--- src/rtl/uarch_pkg.sv ---
// Shared micro-architecture types for the memory access unit.
// Provides the LSQ issue packet (instruction_t), the CDB write-back packet
// (writeback_packet_t), the access-unit FSM state enum, funct3 load/store
// encodings and small helpers for access size and alignment.
package uarch_pkg;

  localparam int unsigned MAU_XLEN = 32;
  localparam int unsigned TAG_W    = 6;

  // funct3 encodings; stores reuse the low two bits of the load encoding
  localparam logic [2:0] F3_B  = 3'b000;
  localparam logic [2:0] F3_H  = 3'b001;
  localparam logic [2:0] F3_W  = 3'b010;
  localparam logic [2:0] F3_BU = 3'b100;
  localparam logic [2:0] F3_HU = 3'b101;

  localparam logic [1:0] SZ_BYTE = 2'd0;
  localparam logic [1:0] SZ_HALF = 2'd1;
  localparam logic [1:0] SZ_WORD = 2'd2;

  typedef struct packed {
    logic                is_valid;
    logic                is_store;
    logic [2:0]          funct3;
    logic [MAU_XLEN-1:0] addr;
    logic [MAU_XLEN-1:0] store_data;
    logic [TAG_W-1:0]    dest_tag;
  } instruction_t;

  typedef struct packed {
    logic                valid;
    logic [TAG_W-1:0]    dest_tag;
    logic [MAU_XLEN-1:0] data;
    logic                exception;
  } writeback_packet_t;

  typedef enum logic [2:0] {
    IDLE  = 3'd0,
    REQ   = 3'd1,
    WAIT  = 3'd2,
    WB    = 3'd3,
    DRAIN = 3'd4
  } mau_state_e;

  // Unknown funct3 values are treated as word accesses.
  function automatic logic [1:0] f3_size(input logic [2:0] f3);
    case (f3)
      F3_B, F3_BU: return SZ_BYTE;
      F3_H, F3_HU: return SZ_HALF;
      default:     return SZ_WORD;
    endcase
  endfunction

  function automatic logic is_misaligned(input logic [2:0] f3,
                                         input logic [1:0] addr_lo);
    case (f3_size(f3))
      SZ_HALF: return addr_lo[0];
      SZ_WORD: return |addr_lo;
      default: return 1'b0;
    endcase
  endfunction

endpackage

--- src/rtl/mem_lane_fmt.sv ---
// Combinational byte-lane formatter.
// Ports:
//   i_is_store   - 1 selects store lane generation, 0 gives be/wdata = 0
//   i_funct3     - access size / signedness
//   i_addr_lo    - byte offset within the word
//   i_store_data - register value to store
//   i_rdata      - raw memory word for loads
//   o_be         - store byte enables
//   o_wdata      - store data replicated across lanes
//   o_load_data  - load value extracted and sign/zero extended
module mem_lane_fmt
  import uarch_pkg::*;
#(
  parameter int unsigned XLEN = 32
) (
  input  logic            i_is_store,
  input  logic [2:0]      i_funct3,
  input  logic [1:0]      i_addr_lo,
  input  logic [XLEN-1:0] i_store_data,
  input  logic [XLEN-1:0] i_rdata,
  output logic [3:0]      o_be,
  output logic [XLEN-1:0] o_wdata,
  output logic [XLEN-1:0] o_load_data
);

  logic [XLEN-1:0] w_shifted;

  always_comb begin
    o_be    = '0;
    o_wdata = '0;
    if (i_is_store) begin
      case (f3_size(i_funct3))
        SZ_BYTE: begin
          o_be    = 4'b0001 << i_addr_lo;
          o_wdata = {(XLEN/8){i_store_data[7:0]}};
        end
        SZ_HALF: begin
          o_be    = i_addr_lo[1] ? 4'b1100 : 4'b0011;
          o_wdata = {(XLEN/16){i_store_data[15:0]}};
        end
        default: begin
          o_be    = 4'b1111;
          o_wdata = i_store_data;
        end
      endcase
    end
  end

  always_comb begin
    w_shifted   = i_rdata >> {i_addr_lo, 3'b000};
    o_load_data = w_shifted;
    case (i_funct3)
      F3_B:    o_load_data = {{(XLEN-8){w_shifted[7]}}, w_shifted[7:0]};
      F3_H:    o_load_data = {{(XLEN-16){w_shifted[15]}}, w_shifted[15:0]};
      F3_BU:   o_load_data = {{(XLEN-8){1'b0}}, w_shifted[7:0]};
      F3_HU:   o_load_data = {{(XLEN-16){1'b0}}, w_shifted[15:0]};
      default: o_load_data = w_shifted;
    endcase
  end

endmodule

--- src/rtl/mem_access_unit.sv ---
// Data-memory access unit sitting behind the load/store queue.
// Accepts one op at a time, issues it on a valid/ready memory port, formats
// the response and returns a write-back packet on the CDB. Store-to-load
// forwarded results from the LSQ share the CDB port without touching memory.
// Ports:
//   clk, rst (async active-low), flush
//   execute_pkt / alu_rdy         - op issue from the LSQ
//   cache_stall                   - memory op outstanding
//   dmem_req_* / dmem_resp_*      - data-memory port
//   forward_rdy/forward_pkt/forward_re - forwarded load results
//   cdb_pkt / cdb_gnt             - write-back port
// XLEN must match uarch_pkg::MAU_XLEN (packet field width).
module mem_access_unit
  import uarch_pkg::*;
#(
  parameter int unsigned XLEN      = 32,
  parameter bit          FWD_FIRST = 1'b1
) (
  input  logic              clk,
  input  logic              rst,
  input  logic              flush,
  input  instruction_t      execute_pkt,
  output logic              alu_rdy,
  output logic              cache_stall,
  output logic              dmem_req_valid,
  input  logic              dmem_req_ready,
  output logic              dmem_req_we,
  output logic [XLEN-1:0]   dmem_req_addr,
  output logic [XLEN-1:0]   dmem_req_wdata,
  output logic [3:0]        dmem_req_be,
  input  logic              dmem_resp_valid,
  input  logic [XLEN-1:0]   dmem_resp_rdata,
  input  logic              forward_rdy,
  input  writeback_packet_t forward_pkt,
  output logic              forward_re,
  output writeback_packet_t cdb_pkt,
  input  logic              cdb_gnt
);

  mau_state_e      r_state;
  mau_state_e      w_next;
  instruction_t    r_op;
  logic [XLEN-1:0] r_data;
  logic            r_exc;

  logic            w_accept;
  logic            w_mem_v;
  logic            w_fwd_v;
  logic            w_sel_fwd;
  logic [3:0]      w_be;
  logic [XLEN-1:0] w_wdata;
  logic [XLEN-1:0] w_load_data;

  mem_lane_fmt #(.XLEN(XLEN)) u_fmt (
    .i_is_store   (r_op.is_store),
    .i_funct3     (r_op.funct3),
    .i_addr_lo    (r_op.addr[1:0]),
    .i_store_data (r_op.store_data),
    .i_rdata      (dmem_resp_rdata),
    .o_be         (w_be),
    .o_wdata      (w_wdata),
    .o_load_data  (w_load_data)
  );

  always_ff @(posedge clk or negedge rst) begin
    if (!rst) r_state <= IDLE;
    else      r_state <= w_next;
  end

  always_ff @(posedge clk or negedge rst) begin
    if (!rst) begin
      r_op   <= '0;
      r_data <= '0;
      r_exc  <= 1'b0;
    end else if (w_accept) begin
      r_op   <= execute_pkt;
      r_data <= '0;
      r_exc  <= is_misaligned(execute_pkt.funct3, execute_pkt.addr[1:0]);
    end else if (r_state == WAIT && dmem_resp_valid && !flush) begin
      r_data <= r_op.is_store ? '0 : w_load_data;
      r_exc  <= 1'b0;
    end
  end

  always_comb begin
    w_next         = r_state;
    alu_rdy        = (r_state == IDLE) & ~flush & rst;
    w_accept       = alu_rdy & execute_pkt.is_valid;
    cache_stall    = (r_state == REQ) | (r_state == WAIT) | (r_state == DRAIN);

    // A flushed request is withdrawn in the same cycle, so ready is ignored.
    dmem_req_valid = (r_state == REQ) & r_op.is_valid & ~flush;
    dmem_req_we    = dmem_req_valid & r_op.is_store;
    dmem_req_addr  = dmem_req_valid ? {r_op.addr[XLEN-1:2], 2'b00} : '0;
    dmem_req_wdata = dmem_req_valid ? w_wdata : '0;
    dmem_req_be    = dmem_req_valid ? w_be : '0;

    // CDB source select: forward wins ties when FWD_FIRST, else the memory
    // result goes first and the forward stays pending in the LSQ.
    w_mem_v        = (r_state == WB) & r_op.is_valid & ~flush;
    w_fwd_v        = forward_rdy & forward_pkt.valid & rst & ~flush;
    w_sel_fwd      = w_fwd_v & (FWD_FIRST | ~w_mem_v);
    forward_re     = w_sel_fwd & cdb_gnt;

    cdb_pkt        = '0;
    if (w_sel_fwd) begin
      cdb_pkt = forward_pkt;
    end else if (w_mem_v) begin
      cdb_pkt.valid     = 1'b1;
      cdb_pkt.dest_tag  = r_op.dest_tag;
      cdb_pkt.data      = r_data;
      cdb_pkt.exception = r_exc;
    end

    case (r_state)
      IDLE: begin
        if (w_accept)
          w_next = is_misaligned(execute_pkt.funct3, execute_pkt.addr[1:0]) ? WB : REQ;
      end
      REQ: begin
        if (flush)               w_next = IDLE;
        else if (dmem_req_ready) w_next = WAIT;
      end
      WAIT: begin
        // Response coinciding with flush is consumed here; nothing left to drain.
        if (dmem_resp_valid) w_next = flush ? IDLE : WB;
        else if (flush)      w_next = DRAIN;
      end
      WB: begin
        if (flush)                        w_next = IDLE;
        else if (cdb_gnt && !w_sel_fwd)   w_next = IDLE;
      end
      DRAIN: begin
        if (dmem_resp_valid) w_next = IDLE;
      end
      default: w_next = IDLE;
    endcase
  end

endmodule

--- config.mk ---
export PLATFORM = sky130hd
export DESIGN_NAME = mem_access_unit
export DESIGN_NICKNAME = d
export VERILOG_FILES = /design/src/rtl/uarch_pkg.sv /design/src/rtl/mem_lane_fmt.sv /design/src/rtl/mem_access_unit.sv
export SDC_FILE = /design/constraint.sdc
export NUM_CORES = 1
export LEC_CHECK = 0
export BUFFER_PORTS_ARGS = -buffer_cell sky130_fd_sc_hd__buf_2
export CAP_MARGIN = 30
export CORE_ASPECT_RATIO = 0.6
export CORE_UTILIZATION = 40
export CTS_CLUSTER_DIAMETER = 50
export DETAILED_ROUTE_END_ITERATION = 6
export PLACE_DENSITY = 0.75
export SKIP_LAST_GASP = 1
export SLEW_MARGIN = 20
export SYNTH_ARGS = -nofsm -noshare
export SYNTH_HDL_FRONTEND = slang
export SYNTH_SLANG_ARGS = --single-unit
--- constraint.sdc ---
create_clock -name clk -period 2.6 [get_ports clk]
set_input_delay 0.52 -clock clk [delete_from_list [all_inputs] [get_ports clk]]
set_output_delay 0.52 -clock clk [all_outputs]
set_load 0.05 [all_outputs]
# Yosys cells after proc, flatten, opt, wreduce, memory -nomap -nowiden
# Cells that the tools add are included.
# op_classes
n_eq_ne	20
n_shift	2
n_mux	36
bitwise_logic	15
reduce_logical	16
# op_table
cell	count
2-to-1 mux 32 bit	6
case mux 32 bit (4 select lines)	1
2-to-1 mux 40 bit	2
case mux 32 bit (2 select lines)	1
>> shifter 32 x 5 -> 32 bit	1
2-to-1 mux 3 bit	8
equality test 3 bit, second input constant	5
case mux 3 bit (5 select lines)	1
AND 1 bit	12
2-to-1 mux 4 bit	3
2-to-1 mux 2 bit	5
OR reduction 2 bit	5
equality test 3 x 1 -> 1 bit, second input constant	3
logical NOT 3 bit	3
case mux 2 bit (2 select lines)	2
case mux 4 bit (2 select lines)	1
equality test 2 x 1 -> 1 bit, second input constant	3
equality test 3 x 2 -> 1 bit, second input constant	2
!= test 3 bit, second input constant	2
AND reduction 5 bit	1
equality test 2 bit, second input constant	2
2-to-1 mux 1 bit	4
!= test 2 bit, second input constant	2
case mux 1 bit (2 select lines)	2
8 further kinds	12
# word_totals
regBits	111
input_bits	154
output_inout_bits	113
wordCells	98

# Longest topological paths before layout
# Gate-level depths: netlist of the first run.
# logic_depth
ltp_word	13
ltp_mapped	8
depth_no_buf	4

# By module
# A second synthesis of the first run with hierarchy kept.
# hier_totals
hier_cells	607
hier_area_um2	6640.1
# by_module_without_submodules
module	instances	cells_each	area_each_um2	seq_area_each_um2
mem_access_unit	1	405	5352.6	2777.7
mem_lane_fmt	1	202	1287.5	0.0

# Least setup slack after synthesis of the first run
# Ideal clock, no wire load.
# synth_timing
path_type	input-to-output
startpoint	in flush
endpoint	out dmem_req_be[0]
arrival_time_ns	2.170
required_time_ns	2.080
setup_slack_ns	-0.090
path_stages	6
n_path_buf	2
cell_sequence	nor3b_1 > and3b_1 > nand2_1 > clkbuf_1 > buf_1 > nor2_1
# synth_via
elab_chain_cells	3
# synth_rtl
element	line_no	rtl
from (decl)	mem_access_unit.sv:21	input logic flush,
NOT 1 bit	mem_access_unit.sv:92	dmem_req_valid = (r_state == REQ) & r_op.is_valid & ~flush;
AND 1 bit	mem_access_unit.sv:92	
2-to-1 mux 4 bit	mem_access_unit.sv:96	dmem_req_be = dmem_req_valid ? w_be : '0;
to (decl)	mem_access_unit.sv:30	output logic [3:0] dmem_req_be,
# No other way between the ends.

==> flow_results.xml, run 1 <==
<?xml version="1.0" encoding="UTF-8"?>
<metrics>
  <group name="route">
    <metric name="post-route-drc-count" unit="">0</metric>
    <metric name="vias" unit="">5298</metric>
    <metric name="post_drt_wl_per_cell" unit="um">18.5</metric>
    <metric name="detail-route-antenna-nets" unit="">0</metric>
    <metric name="vias_per_cell" unit="">5.28</metric>
    <metric name="detail_route.first_pass.iterations" unit="">4</metric>
    <metric name="routed_wirelength" unit="um">18500</metric>
    <metric name="drt_iter0_markers" unit="">273</metric>
  </group>
  <group name="critical_path">
    <metric name="worst-path-buf-inv" unit="">4</metric>
    <metric name="critPathArrivalTime" unit="ns">2.00</metric>
    <metric name="crit_path_max_fanout" unit="">10</metric>
    <metric name="worst_path_max_delay_cell" unit="">dfrtp_1</metric>
    <metric name="worstPathCellList" unit="">nor3b_2 &gt; buf_4 &gt; nand3_1 &gt; nor2_4 &gt; buf_12 &gt; clkbuf_16 &gt; a22o_1 &gt; clkbuf_4</metric>
    <metric name="critical_path.max_stage_delay" unit="ns">0.39</metric>
    <metric name="setup.worst_path.start_class" unit="">flop</metric>
    <metric name="end_kind" unit="">primary output</metric>
    <metric name="critical_path.top_delay_family" unit="">buffers and inverters</metric>
    <metric name="criticalPathCategory" unit="">reg -&gt; out</metric>
    <metric name="wp_data_required" unit="ns">2.08</metric>
  </group>
  <group name="outcome">
    <metric name="outcome" unit="">completed</metric>
  </group>
  <group name="clock_tree">
    <metric name="clock_insertion_delay_worst_skew" unit="ns">0.33</metric>
    <metric name="clk_path_buf_depth" unit="">2</metric>
    <metric name="clock-sinks" unit="">111</metric>
    <metric name="cts_root_buf" unit="">clkbuf_16</metric>
    <metric name="cts-buffers-inserted" unit="">9</metric>
    <metric name="tritoncts" unit="">built</metric>
    <metric name="cts_max_level" unit="">3</metric>
    <metric name="path_clk_slew" unit="ns">0.08</metric>
  </group>
  <group name="job">
    <metric name="max_cap_viol_count" unit="">0</metric>
  </group>
  <group name="timing">
    <metric name="finalWorstPathRequiredPeriod" unit="ns">2.52</metric>
    <metric name="fin_tns_setup" unit="ns">0</metric>
    <metric name="finalCritPeriodShare" unit="">0.971</metric>
    <metric name="slew_viol_final" unit="">0</metric>
    <metric name="setup-violations-final" unit="">0</metric>
    <metric name="max_freq" unit="MHz">396</metric>
    <metric name="slew-limit-headroom" unit="">0.424</metric>
    <metric name="timing_worst_slew_pin_value" unit="ns">0.863</metric>
    <metric name="hold_violations" unit="">0</metric>
    <metric name="clock_skew" unit="ns">0.00787</metric>
  </group>
  <group name="floorplanning">
    <metric name="fp.dieArea" unit="sq um">15500</metric>
    <metric name="ioPinCount" unit="">267</metric>
    <metric name="die_width" unit="um">160</metric>
    <metric name="std_cell_rows" unit="">34</metric>
    <metric name="floorplan.initialDensity" unit="">0.412</metric>
    <metric name="core_area" unit="sq um">14500</metric>
    <metric name="die_h" unit="um">96.8</metric>
  </group>
  <group name="grt">
    <metric name="first_global_vias" unit="">5053</metric>
    <metric name="global_route.overflow_total" unit="">0</metric>
    <metric name="groute.usage.overall" unit="">0.229</metric>
    <metric name="grt_max_degree" unit="">80</metric>
    <metric name="grt_first_pass_wirelength" unit="um">27600</metric>
    <metric name="grt_antenna_before_repair" unit="">1</metric>
  </group>
  <group name="layout">
    <metric name="final.fill_count" unit="">1285</metric>
    <metric name="multi_input_area" unit="sq um">2980</metric>
    <metric name="finalNetCount" unit="">954</metric>
    <metric name="layout-drive-gt1-share" unit="">0.512</metric>
    <metric name="syn2layout_area_growth" unit="%">35.2</metric>
    <metric name="ff_latch_area" unit="sq um">2780</metric>
  </group>
  <group name="place">
    <metric name="port_bufs" unit="">264</metric>
    <metric name="gp_congestion" unit="">0.858</metric>
    <metric name="half_perimeter_wire_length_after_placement" unit="um">13400</metric>
  </group>
  <group name="yosys">
    <metric name="postSynthCellCount" unit="">543</metric>
    <metric name="synthesis.area" unit="sq um">5990</metric>
    <metric name="dominantRegCellSynth" unit="">dfrtp_1</metric>
    <metric name="number_of_different_library_cells_in_the_post_synthesis_netlist" unit="">39</metric>
    <metric name="yosys_register_bits" unit="">111</metric>
    <metric name="synth.yosys.warnings" unit="">0</metric>
    <metric name="async_flop_share" unit="">1.00</metric>
    <metric name="syn-mean-instance-area" unit="sq um">11.0</metric>
    <metric name="synth_sequential_area_ratio" unit="">0.464</metric>
    <metric name="synth_enable_flop_cells" unit="">0</metric>
  </group>
  <group name="power_and_ir_drop">
    <metric name="power_switching" unit="uW">3060</metric>
    <metric name="design_power_total" unit="uW">7750</metric>
    <metric name="p_clk_frac" unit="">0.172</metric>
    <metric name="power.ir.vdd_worst" unit="uV">460</metric>
    <metric name="power.combinational.fraction" unit="">0.420</metric>
    <metric name="power_density" unit="nW/um^2">957</metric>
    <metric name="p_leak" unit="uW">0.00406</metric>
    <metric name="power.internal" unit="uW">4690</metric>
    <metric name="switching_fraction_of_total_power" unit="">0.395</metric>
    <metric name="share_seq_of_total_power" unit="">0.407</metric>
  </group>
  <group name="hold_path">
    <metric name="timing.hold.worst.class" unit="">in -&gt; async</metric>
  </group>
</metrics>
## cells in the mapped netlist (2+ instances only)
master	number	area, sq um
a21oi_1	40	200
a221o_1	7	70.1
a221o_2	10	113
a22o_1	41	359
and2_1	31	194
and3_1	9	56.3
and3b_1	2	17.5
buf_1	3	11.3
buf_2	20	100
buf_4	2	15.0
buf_6	2	22.5
clkbuf_1	23	86.3
dfrtp_1	111	2780
inv_1	6	22.5
mux2_2	80	901
mux2i_1	33	330
mux4_2	2	45.0
nand2_1	29	109
nand2b_1	3	18.8
nor2_1	38	143
nor2b_1	3	18.8
nor3_1	2	10.0
o21ai_0	8	40.0
o2bb2ai_1	22	193
or2_2	2	12.5
## power by group through the flow
stage | clock network, uW | logic [uW] | registers, uW
2_1_floorplan | 0 | 2520 | 2860
3_5_place_dp | 0 | 3190 | 3160
5_1_grt | 1440 | 3530 | 3250
6_report | 1340 | 3260 | 3150
4_1_cts | 1380 | 3200 | 3130
3_3_place_gp | 0 | 3110 | 3140
## stage by stage
step | worst slack (ns) | cell area (sq um) | hold WS [ns] | util | std cells
floorplan | -0.0899 | 5990 | 0.224 | - | 544
global placement | 0.132 | 7570 | 0.337 | 0.520 | 980
detailed placement | 0.110 | 7600 | 0.344 | 0.522 | 981
CTS | 0.0141 | 7890 | 0.192 | 0.542 | 998
global route | -0.0226 | 8100 | 0.202 | 0.557 | 1004
finish | 0.0763 | 8100 | 0.208 | 0.557 | 1004
## area by class of cell
| cell class | count | share of cell area |
|---|---|---|
| repair buffers | 295 | 0.220 |
| well taps | 198 | 0.0306 |
| flip-flops and latches | 111 | 0.343 |
| clock inverters | 6 | 0.00664 |
| clock buffers | 10 | 0.0283 |
| inverters | 6 | 0.00278 |
| multi-input cells | 377 | 0.368 |
| diodes | 1 | 0.000309 |
## what timing repair did
item | CTS | global route
gates resized for setup | 0 | 54
setup endpoints to repair | 0 | 46
hold buffers | 1 | 0
hold endpoints to repair | 1 | 0
setup buffers | 0 | 1
## cells by family (layout without fill, tap and decap cells)
family,count (synthesis),count (layout),synth area share
AO/OA/AOI/OAI,131,131,0.167
AND/OR/NAND/NOR,128,128,0.112
multiplexers,115,115,0.213
flip-flops,111,111,0.464
buffers and inverters,56,317,0.0430
other,1,3,0.000626
XOR/XNOR,1,1,0.00146
## path summary, 6_finish.rpt
| kind | from | to | slack (ns) | depth (start not counted) |
|---|---|---|---|---|
| min | rst | r_op[48] | 0.21 | 2 |
| min reg2reg | r_data[8] | r_data[8] | 0.49 | 1 |
| max | r_state[2] | cdb_pkt[26] | 0.08 | 8 |
| max in group asynchronous | rst | r_data[19] | 1.41 | 4 |
| max reg2reg | r_state[1] | r_data[1] | 0.46 | 6 |
| min in group clk | dmem_resp_valid | r_state[2] | 0.37 | 2 |
## flip-flops by register name, indices dropped and copies added, names as in the netlist
| register | flops |
|---|---|
| r_op | 75 |
| r_exc | 1 |
| r_state | 3 |
| r_data | 32 |
## routing by layer
metal	vias to the layer above	routed length, um	GRT usage
li1	2495	-	-
met1	2553	9090	0.348
met2	233	7870	0.334
met3	17	1350	0.0506
met4	0	219	0.0440
met5	-	0	0
## cells in the final DEF, fill, tap and decap left out, drive strengths merged, types with 8 or more instances in the layout
cell type  netlist  routed
buf             27     265
dfrtp          111     111
mux2            80      80
a22o            41      41
a21oi           40      40
nor2            39      39
clkbuf          23      39
mux2i           33      33
and2            31      31
nand2           29      29
o2bb2ai         22      22
a221o           17      17
and3             9       9
o21ai            8       8
inv              6       8
Power figures use the tool's default switching activity.
==> run 2, diff against run 1 <==
Settings changed: REMOVE_ABC_BUFFERS from default to 1.
==> run 2 against run 1 <==
Against the previous run:
- setup slack better by 0.021 ns
- global-route usage down 0.50 points
- hold slack better by 0.17 ns
- power up 0.75%
- utilization down 0.34 points
- sequential power about the same
- sequential share of layout area up 0.21 points
- final cell count down 0.40%
- maximum frequency up 0.82%
- via count down 0.81%
- critical endpoint is now dmem_req_be[2]
- highest routed layer unchanged
==> flow_results.xml, run 2 (synthesized netlist as in run 1, its figures left out) <==
<?xml version="1.0" encoding="UTF-8"?>
<metrics>
  <group name="route">
    <metric name="detail-route-antenna-nets" unit="">0</metric>
    <metric name="post-route-drc-count" unit="">0</metric>
    <metric name="vias" unit="">5255</metric>
    <metric name="post_drt_wl_per_cell" unit="um">17.8</metric>
    <metric name="drt_iter0_markers" unit="">294</metric>
    <metric name="vias_per_cell" unit="">5.26</metric>
    <metric name="routed_wirelength" unit="um">17800</metric>
    <metric name="detail_route.first_pass.iterations" unit="">5</metric>
  </group>
  <group name="place">
    <metric name="half_perimeter_wire_length_after_placement" unit="um">12700</metric>
    <metric name="gp_congestion" unit="">0.813</metric>
    <metric name="port_bufs" unit="">264</metric>
  </group>
  <group name="timing">
    <metric name="clock_skew" unit="ns">0.00746</metric>
    <metric name="slew-limit-headroom" unit="">0.510</metric>
    <metric name="slew_viol_final" unit="">0</metric>
    <metric name="setup-violations-final" unit="">0</metric>
    <metric name="timing_worst_slew_pin_value" unit="ns">0.734</metric>
    <metric name="finalCritPeriodShare" unit="">0.963</metric>
    <metric name="unrepaired_setup_endpoints_after_global_routing" unit="">true</metric>
    <metric name="finalWorstPathRequiredPeriod" unit="ns">2.50</metric>
    <metric name="max_freq" unit="MHz">400</metric>
    <metric name="fin_tns_setup" unit="ns">0</metric>
    <metric name="hold_violations" unit="">0</metric>
  </group>
  <group name="grt">
    <metric name="grt_max_degree" unit="">60</metric>
    <metric name="grt_use_met3" unit="">0.0476</metric>
    <metric name="grt_antenna_before_repair" unit="">1</metric>
    <metric name="first_global_vias" unit="">5060</metric>
    <metric name="grt_first_pass_wirelength" unit="um">27300</metric>
    <metric name="grt_use_met1" unit="">0.347</metric>
    <metric name="global_route.overflow_total" unit="">0</metric>
    <metric name="grt_busiest_layer" unit="">met1</metric>
    <metric name="groute.usage.overall" unit="">0.224</metric>
    <metric name="met2_usage" unit="">0.323</metric>
  </group>
  <group name="power_and_ir_drop">
    <metric name="design_power_total" unit="uW">7810</metric>
    <metric name="p_leak" unit="uW">0.00409</metric>
    <metric name="power_density" unit="nW/um^2">970</metric>
    <metric name="power.ir.vdd_worst" unit="uV">432</metric>
  </group>
  <group name="critical_path">
    <metric name="timing.reg2reg.worst_path_depth" unit="">5</metric>
    <metric name="rrSetupSlack" unit="ns">0.45</metric>
    <metric name="startpoint_of_the_lowest_slack_register_to_register_path" unit="">r_state[1]</metric>
    <metric name="reg2reg_to" unit="">r_data[28]</metric>
    <metric name="worstPathCellList" unit="">nor3b_2 &gt; and3b_2 &gt; nand2_4 &gt; clkbuf_16 &gt; nor2_1 &gt; clkbuf_4</metric>
    <metric name="setup.worst_path.start_class" unit="">flop</metric>
    <metric name="critical_path.max_stage_delay" unit="ns">0.40</metric>
    <metric name="criticalPathCategory" unit="">reg -&gt; out</metric>
    <metric name="worst-path-buf-inv" unit="">2</metric>
    <metric name="critical_path.top_delay_family" unit="">simple AND/OR/NAND/NOR gates</metric>
    <metric name="wp_data_required" unit="ns">2.08</metric>
    <metric name="critPathArrivalTime" unit="ns">1.98</metric>
    <metric name="crit_path_max_fanout" unit="">7</metric>
    <metric name="end_kind" unit="">primary output</metric>
    <metric name="worst_path_max_delay_cell" unit="">dfrtp_1</metric>
  </group>
  <group name="floorplanning">
    <metric name="std_cell_rows" unit="">34</metric>
    <metric name="ioPinCount" unit="">267</metric>
    <metric name="fp.dieArea" unit="sq um">15500</metric>
    <metric name="die_h" unit="um">96.8</metric>
    <metric name="die_width" unit="um">160</metric>
    <metric name="floorplan.initialDensity" unit="">0.412</metric>
    <metric name="core_area" unit="sq um">14500</metric>
  </group>
  <group name="hold_path">
    <metric name="hold_path_startpoint" unit="">dmem_resp_valid</metric>
    <metric name="worst_hold_path_endpoint" unit="">r_state[2]</metric>
    <metric name="min_delay_path_depth" unit="">2</metric>
    <metric name="timing.hold.worst.class" unit="">in -&gt; reg</metric>
  </group>
  <group name="job">
    <metric name="max_cap_viol_count" unit="">0</metric>
  </group>
  <group name="outcome">
    <metric name="outcome" unit="">completed</metric>
  </group>
  <group name="clock_tree">
    <metric name="cts_max_level" unit="">3</metric>
    <metric name="clk_path_buf_depth" unit="">2</metric>
    <metric name="path_clk_slew" unit="ns">0.07</metric>
    <metric name="clock_insertion_delay_worst_skew" unit="ns">0.35</metric>
    <metric name="cts_root_buf" unit="">clkbuf_16</metric>
    <metric name="tritoncts" unit="">built</metric>
    <metric name="cts-buffers-inserted" unit="">9</metric>
    <metric name="clock-sinks" unit="">111</metric>
  </group>
  <group name="layout">
    <metric name="mostFrequentLayoutCells" unit="">241 x buf_2, 111 x dfrtp_1, 80 x mux2_2</metric>
    <metric name="largest_register" unit="">r_op</metric>
    <metric name="final.fill_count" unit="">1325</metric>
    <metric name="syn2layout_area_growth" unit="%">34.3</metric>
    <metric name="antenna_cells" unit="">0</metric>
    <metric name="mostFrequentLayoutCell" unit="">buf_2</metric>
    <metric name="finalNetCount" unit="">952</metric>
    <metric name="layout-drive-gt1-share" unit="">0.515</metric>
    <metric name="largest_reg_flops" unit="">75</metric>
    <metric name="biggestRegsByFlops" unit="">r_op: 75 flops, r_data: 32 flops, r_state: 3 flops</metric>
  </group>
</metrics>
run 2: final cells by class:
type	count	area, sq um	area share
clock buffers	10	239	0.0297
clock inverters	5	67.6	0.00840
inverters	6	22.5	0.00280
multi-input cells	377	2990	0.371
flip-flops and latches	111	2780	0.345
well taps	198	248	0.0308
repair buffers	293	1700	0.212
run 2: metal layers:
layer,part of all wire,vias to the layer above
li1,-,2489
met1,0.49,2552
met2,0.43,204
met3,0.068,10
met4,0.0060,0
met5,0,-
run 2: report_power, final:
group          total, uW  internal, uW  switching, uW
logic               3260          1510           1750
clock network       1430           781            648
registers           3120          2510            615
run 2: through the flow:
stage          utilization  hold slack, ns  instances  cell area (sq um)  setup slack (ns)
2_1_floorplan            -           0.224        494               5760             -1.65
3_3_place_gp         0.521           0.357        979               7570             0.128
3_5_place_dp         0.521           0.358        979               7570            0.0781
4_1_cts              0.544           0.349        995               7910            0.0318
5_1_grt              0.553           0.373       1000               8050           -0.0167
6_report             0.553           0.378       1000               8050            0.0969
run 2: worst max path at each step:
stage | start | to | slack (ns) | depth (start not counted)
finish | r_state[2] | dmem_req_be[2] | 0.1 | 6
detailed placement | flush | dmem_req_wdata[15] | 0.08 | 7
global route | r_state[2] | dmem_req_be[0] | -0.02 | 6
global placement | flush | dmem_req_wdata[14] | 0.13 | 7
floorplan | flush | r_data[21] | -1.65 | 4
CTS | r_state[2] | dmem_req_wdata[31] | 0.03 | 6
run 2: timing repair:
| action | 4_1_cts | 5_1_grt |
|---|---|---|
| hold endpoints to repair | 2 | 0 |
| hold buffers | 1 | 0 |
| endpoints found under the setup margin | 16 | 106 |
| gates resized for setup | 7 | 27 |
| gates cloned | 0 | 3 |
| pin swaps | 0 | 2 |
| setup buffers | 0 | 2 |
run 2: worst register-to-register path, cell delays in order, from the launching register on:
cell and delay (ns):
dfrtp_1 0.50, buf_4 0.20, and3b_1 0.23, nand3b_1 0.34
nor3_2 0.58, a221o_2 0.25
==> run 3, diff against run 2 <==
Settings changed: ABC_AREA from default to 1, PLACE_DENSITY 0.75 to 0.73.
==> run 3 against run 2 <==
Against the previous run:
- the run now ends with design-rule violations left
- global-route usage increased by 2.0 points
- critical path depth is 2 higher
- synthesized cell count up 71%
- clock power is essentially flat
- largest cell class unchanged
- final cell count rose by 37%
- die area up 8.1%
==> flow_results.xml, run 3 <==
<?xml version="1.0" encoding="UTF-8"?>
<metrics>
  <group name="critical_path">
    <metric name="crit_path_max_fanout" unit="">10</metric>
    <metric name="worstPathCellList" unit="">nor2_2 &gt; nand3_2 &gt; nor2_4 &gt; inv_2 &gt; nor2_8 &gt; o21ai_0 &gt; nor2_1 &gt; buf_2</metric>
    <metric name="critPathArrivalTime" unit="ns">1.97</metric>
    <metric name="timing.reg2reg.worst_path_depth" unit="">7</metric>
    <metric name="setup.worst_path.start_class" unit="">flop</metric>
    <metric name="critical_path.max_stage_delay" unit="ns">0.46</metric>
    <metric name="criticalPathCategory" unit="">reg -&gt; out</metric>
    <metric name="critical_path.top_delay_family" unit="">simple AND/OR/NAND/NOR gates</metric>
    <metric name="rrSetupSlack" unit="ns">0.71</metric>
    <metric name="worst-path-buf-inv" unit="">2</metric>
    <metric name="wp_data_required" unit="ns">2.08</metric>
    <metric name="worst_path_max_delay_cell" unit="">dfrtp_2</metric>
    <metric name="reg2reg_to" unit="">r_data[24]</metric>
    <metric name="end_kind" unit="">primary output</metric>
    <metric name="startpoint_of_the_lowest_slack_register_to_register_path" unit="">r_op[39]</metric>
  </group>
  <group name="timing">
    <metric name="finalHoldWorstSlack" unit="ns">0.325</metric>
    <metric name="layout_setup_ws" unit="ns">0.109</metric>
    <metric name="timing_worst_slew_pin_value" unit="ns">0.789</metric>
    <metric name="finalCritPeriodShare" unit="">0.958</metric>
    <metric name="setup-violations-final" unit="">0</metric>
    <metric name="slew-limit-headroom" unit="">0.474</metric>
    <metric name="max_freq" unit="MHz">401</metric>
    <metric name="slew_viol_final" unit="">0</metric>
    <metric name="clock_skew" unit="ns">0.0117</metric>
    <metric name="hold_violations" unit="">0</metric>
    <metric name="unrepaired_setup_endpoints_after_global_routing" unit="">true</metric>
    <metric name="finalWorstPathRequiredPeriod" unit="ns">2.49</metric>
  </group>
  <group name="layout">
    <metric name="largest_reg_flops" unit="">75</metric>
    <metric name="largest_register" unit="">r_op</metric>
    <metric name="mostFrequentLayoutCells" unit="">312 x nand2_1, 246 x buf_2, 110 x dfrtp_1</metric>
    <metric name="syn2layout_area_growth" unit="%">27.6</metric>
    <metric name="finalNetCount" unit="">1317</metric>
    <metric name="mostFrequentLayoutCell" unit="">nand2_1</metric>
    <metric name="layout-drive-gt1-share" unit="">0.301</metric>
    <metric name="biggestRegsByFlops" unit="">r_op: 75 flops, r_data: 32 flops, r_state: 3 flops</metric>
  </group>
  <group name="clock_tree">
    <metric name="cts-buffers-inserted" unit="">9</metric>
    <metric name="clock_insertion_delay_worst_skew" unit="ns">0.35</metric>
    <metric name="cts_max_level" unit="">3</metric>
    <metric name="postCtsSetupBuffers" unit="">0</metric>
    <metric name="clock-sinks" unit="">111</metric>
    <metric name="cts_root_buf" unit="">clkbuf_16</metric>
    <metric name="clk_path_buf_depth" unit="">2</metric>
    <metric name="path_clk_slew" unit="ns">0.08</metric>
    <metric name="tritoncts" unit="">built</metric>
    <metric name="cts-hold-fix-buffers" unit="">0</metric>
  </group>
  <group name="yosys">
    <metric name="synth_compound_gate_area_share" unit="">0.134</metric>
    <metric name="synthesis.area" unit="sq um">6480</metric>
    <metric name="synth.mux.area_fraction" unit="">0</metric>
    <metric name="synth_enable_flop_cells" unit="">0</metric>
    <metric name="syn-mean-instance-area" unit="sq um">7.00</metric>
    <metric name="synth.yosys.warnings" unit="">0</metric>
    <metric name="post-synth-top-area-cell" unit="">dfrtp_1</metric>
    <metric name="yosys.area.top_type_share" unit="">0.428</metric>
    <metric name="postSynthCellCount" unit="">926</metric>
    <metric name="synth_sequential_area_ratio" unit="">0.428</metric>
    <metric name="yosysMostFrequentCell" unit="">nand2_1</metric>
    <metric name="synth_xor_xnor_area_share" unit="">0</metric>
    <metric name="combinational_family_with_the_most_area_after_synthesis" unit="">simple AND/OR/NAND/NOR gates</metric>
    <metric name="yosys_register_bits" unit="">111</metric>
    <metric name="number_of_different_library_cells_in_the_post_synthesis_netlist" unit="">29</metric>
    <metric name="dominantRegCellSynth" unit="">dfrtp_1</metric>
    <metric name="synth_simple_gate_area_share" unit="">0.326</metric>
    <metric name="synth.top_cells.by_area" unit="">dfrtp_1 43%, nand2_1 18%, nand3_1 5.9%</metric>
    <metric name="post_synth_most_frequent_cells" unit="">312 x nand2_1, 111 x dfrtp_1, 95 x nor2_1</metric>
    <metric name="async_flop_share" unit="">1.00</metric>
    <metric name="synth_fa_ha_area_frac" unit="">0</metric>
  </group>
  <group name="power_and_ir_drop">
    <metric name="power_density" unit="nW/um^2">946</metric>
    <metric name="p_leak" unit="uW">0.00462</metric>
    <metric name="power.ir.vdd_worst" unit="uV">440</metric>
  </group>
  <group name="route">
    <metric name="routed_wirelength" unit="um">20100</metric>
    <metric name="detail_route.first_pass.iterations" unit="">7</metric>
    <metric name="vias_per_cell" unit="">4.90</metric>
    <metric name="post-route-drc-count" unit="">15</metric>
    <metric name="vias" unit="">6725</metric>
    <metric name="drt_iter0_markers" unit="">446</metric>
    <metric name="post_drt_wl_per_cell" unit="um">14.6</metric>
    <metric name="detail-route-antenna-nets" unit="">0</metric>
  </group>
  <group name="place">
    <metric name="place_worst_setup_slack" unit="ns">0.233</metric>
    <metric name="port_bufs" unit="">264</metric>
    <metric name="gp_congestion" unit="">0.982</metric>
    <metric name="half_perimeter_wire_length_after_placement" unit="um">14700</metric>
  </group>
  <group name="grt">
    <metric name="grt_antenna_before_repair" unit="">1</metric>
    <metric name="groute.usage.overall" unit="">0.244</metric>
    <metric name="grt_max_degree" unit="">61</metric>
    <metric name="first_global_vias" unit="">6226</metric>
    <metric name="global_route.overflow_total" unit="">0</metric>
    <metric name="grt_first_pass_wirelength" unit="um">32300</metric>
  </group>
  <group name="floorplanning">
    <metric name="floorplan.initialDensity" unit="">0.416</metric>
    <metric name="fp.dieArea" unit="sq um">16700</metric>
    <metric name="ioPinCount" unit="">267</metric>
    <metric name="core_area" unit="sq um">15600</metric>
    <metric name="die_width" unit="um">166</metric>
    <metric name="die_h" unit="um">101</metric>
    <metric name="std_cell_rows" unit="">35</metric>
  </group>
  <group name="hold_path">
    <metric name="timing.hold.worst.class" unit="">in -&gt; async</metric>
  </group>
  <group name="outcome">
    <metric name="failed_checks" unit="">design-rule violations</metric>
    <metric name="outcome" unit="">finished, violations left</metric>
  </group>
  <group name="job">
    <metric name="max_cap_viol_count" unit="">0</metric>
  </group>
</metrics>
## run 3: cell type report
| type | instances | area (sq um) |
|---|---|---|
| fillers | 1616 | 7320 |
| well taps | 203 | 254 |
| flip-flops and latches | 111 | 2780 |
| inverters | 102 | 392 |
| diodes | 1 | 2.50 |
| multi-input cells | 657 | 3010 |
| clock inverters | 6 | 57.6 |
| repair buffers | 282 | 1540 |
| clock buffers | 10 | 239 |
## run 3: cells by family after synthesis
kind of cell,Yosys count
and+or+nand+nor,504
DFF,111
other,1
AOI/OAI and AO/OA,151
buffers and inverters,159
## run 3: power breakdown
| group | total, uW | switching [uW] | internal, uW |
|---|---|---|---|
| Sequential | 2800 | 363 | 2440 |
| Combinational | 3610 | 2510 | 1110 |
| Clock | 1410 | 704 | 705 |
## run 3: worst reg2reg max path: cells and delay by family, from the launching register on
| family | cells | cell delay (ns) |
|---|---|---|
| buf+inv | 2 | 0.39 |
| flops | 1 | 0.39 |
| simple gates | 5 | 1.00 |
## run 3: routing by layer
metal / global-route usage / vias up / routed length (um)
met5: 0 / - / 0
met4: 0.0527 / 0 / 146
met3: 0.0538 / 12 / 1440
met2: 0.383 / 221 / 8920
met1: 0.346 / 3098 / 9550
li1: - / 3394 / -
## run 3: worst max-delay path by stage
stage / startpoint / cells past startpoint / to / slack (ns)
3_5_place_dp: flush / 6 / cdb_pkt[34] / 0.23
5_1_grt: r_state[0] / 9 / dmem_req_wdata[16] / -0.005
4_1_cts: r_state[2] / 8 / dmem_req_wdata[22] / 0.01
6_report: r_state[2] / 8 / dmem_req_wdata[29] / 0.11
3_3_place_gp: flush / 9 / dmem_req_wdata[22] / 0.24
2_1_floorplan: rst / 5 / cdb_pkt[0] / -1.22
## run 3: repair_timing
| item | 4_1_cts | 5_1_grt |
|---|---|---|
| endpoints found under the setup margin | 8 | 62 |
| gates resized for setup | 2 | 30 |
| gates cloned | 0 | 0 |
| pin swaps | 0 | 0 |
| endpoints found under the hold margin | 0 | 0 |
## run 3: metrics by stage
step           power (uW)  TNS [ns]  cells  area (sq um)  utilization
3_3_place_gp         6320         0   1355          7910        0.507
5_1_grt              8500  -0.00924   1372          8270        0.530
4_1_cts              7850         0   1371          8220        0.527
6_report             7820         0   1372          8270        0.530
3_5_place_dp         6400         0   1355          7910        0.507
2_1_floorplan        5260    -64.22    870          6150            -
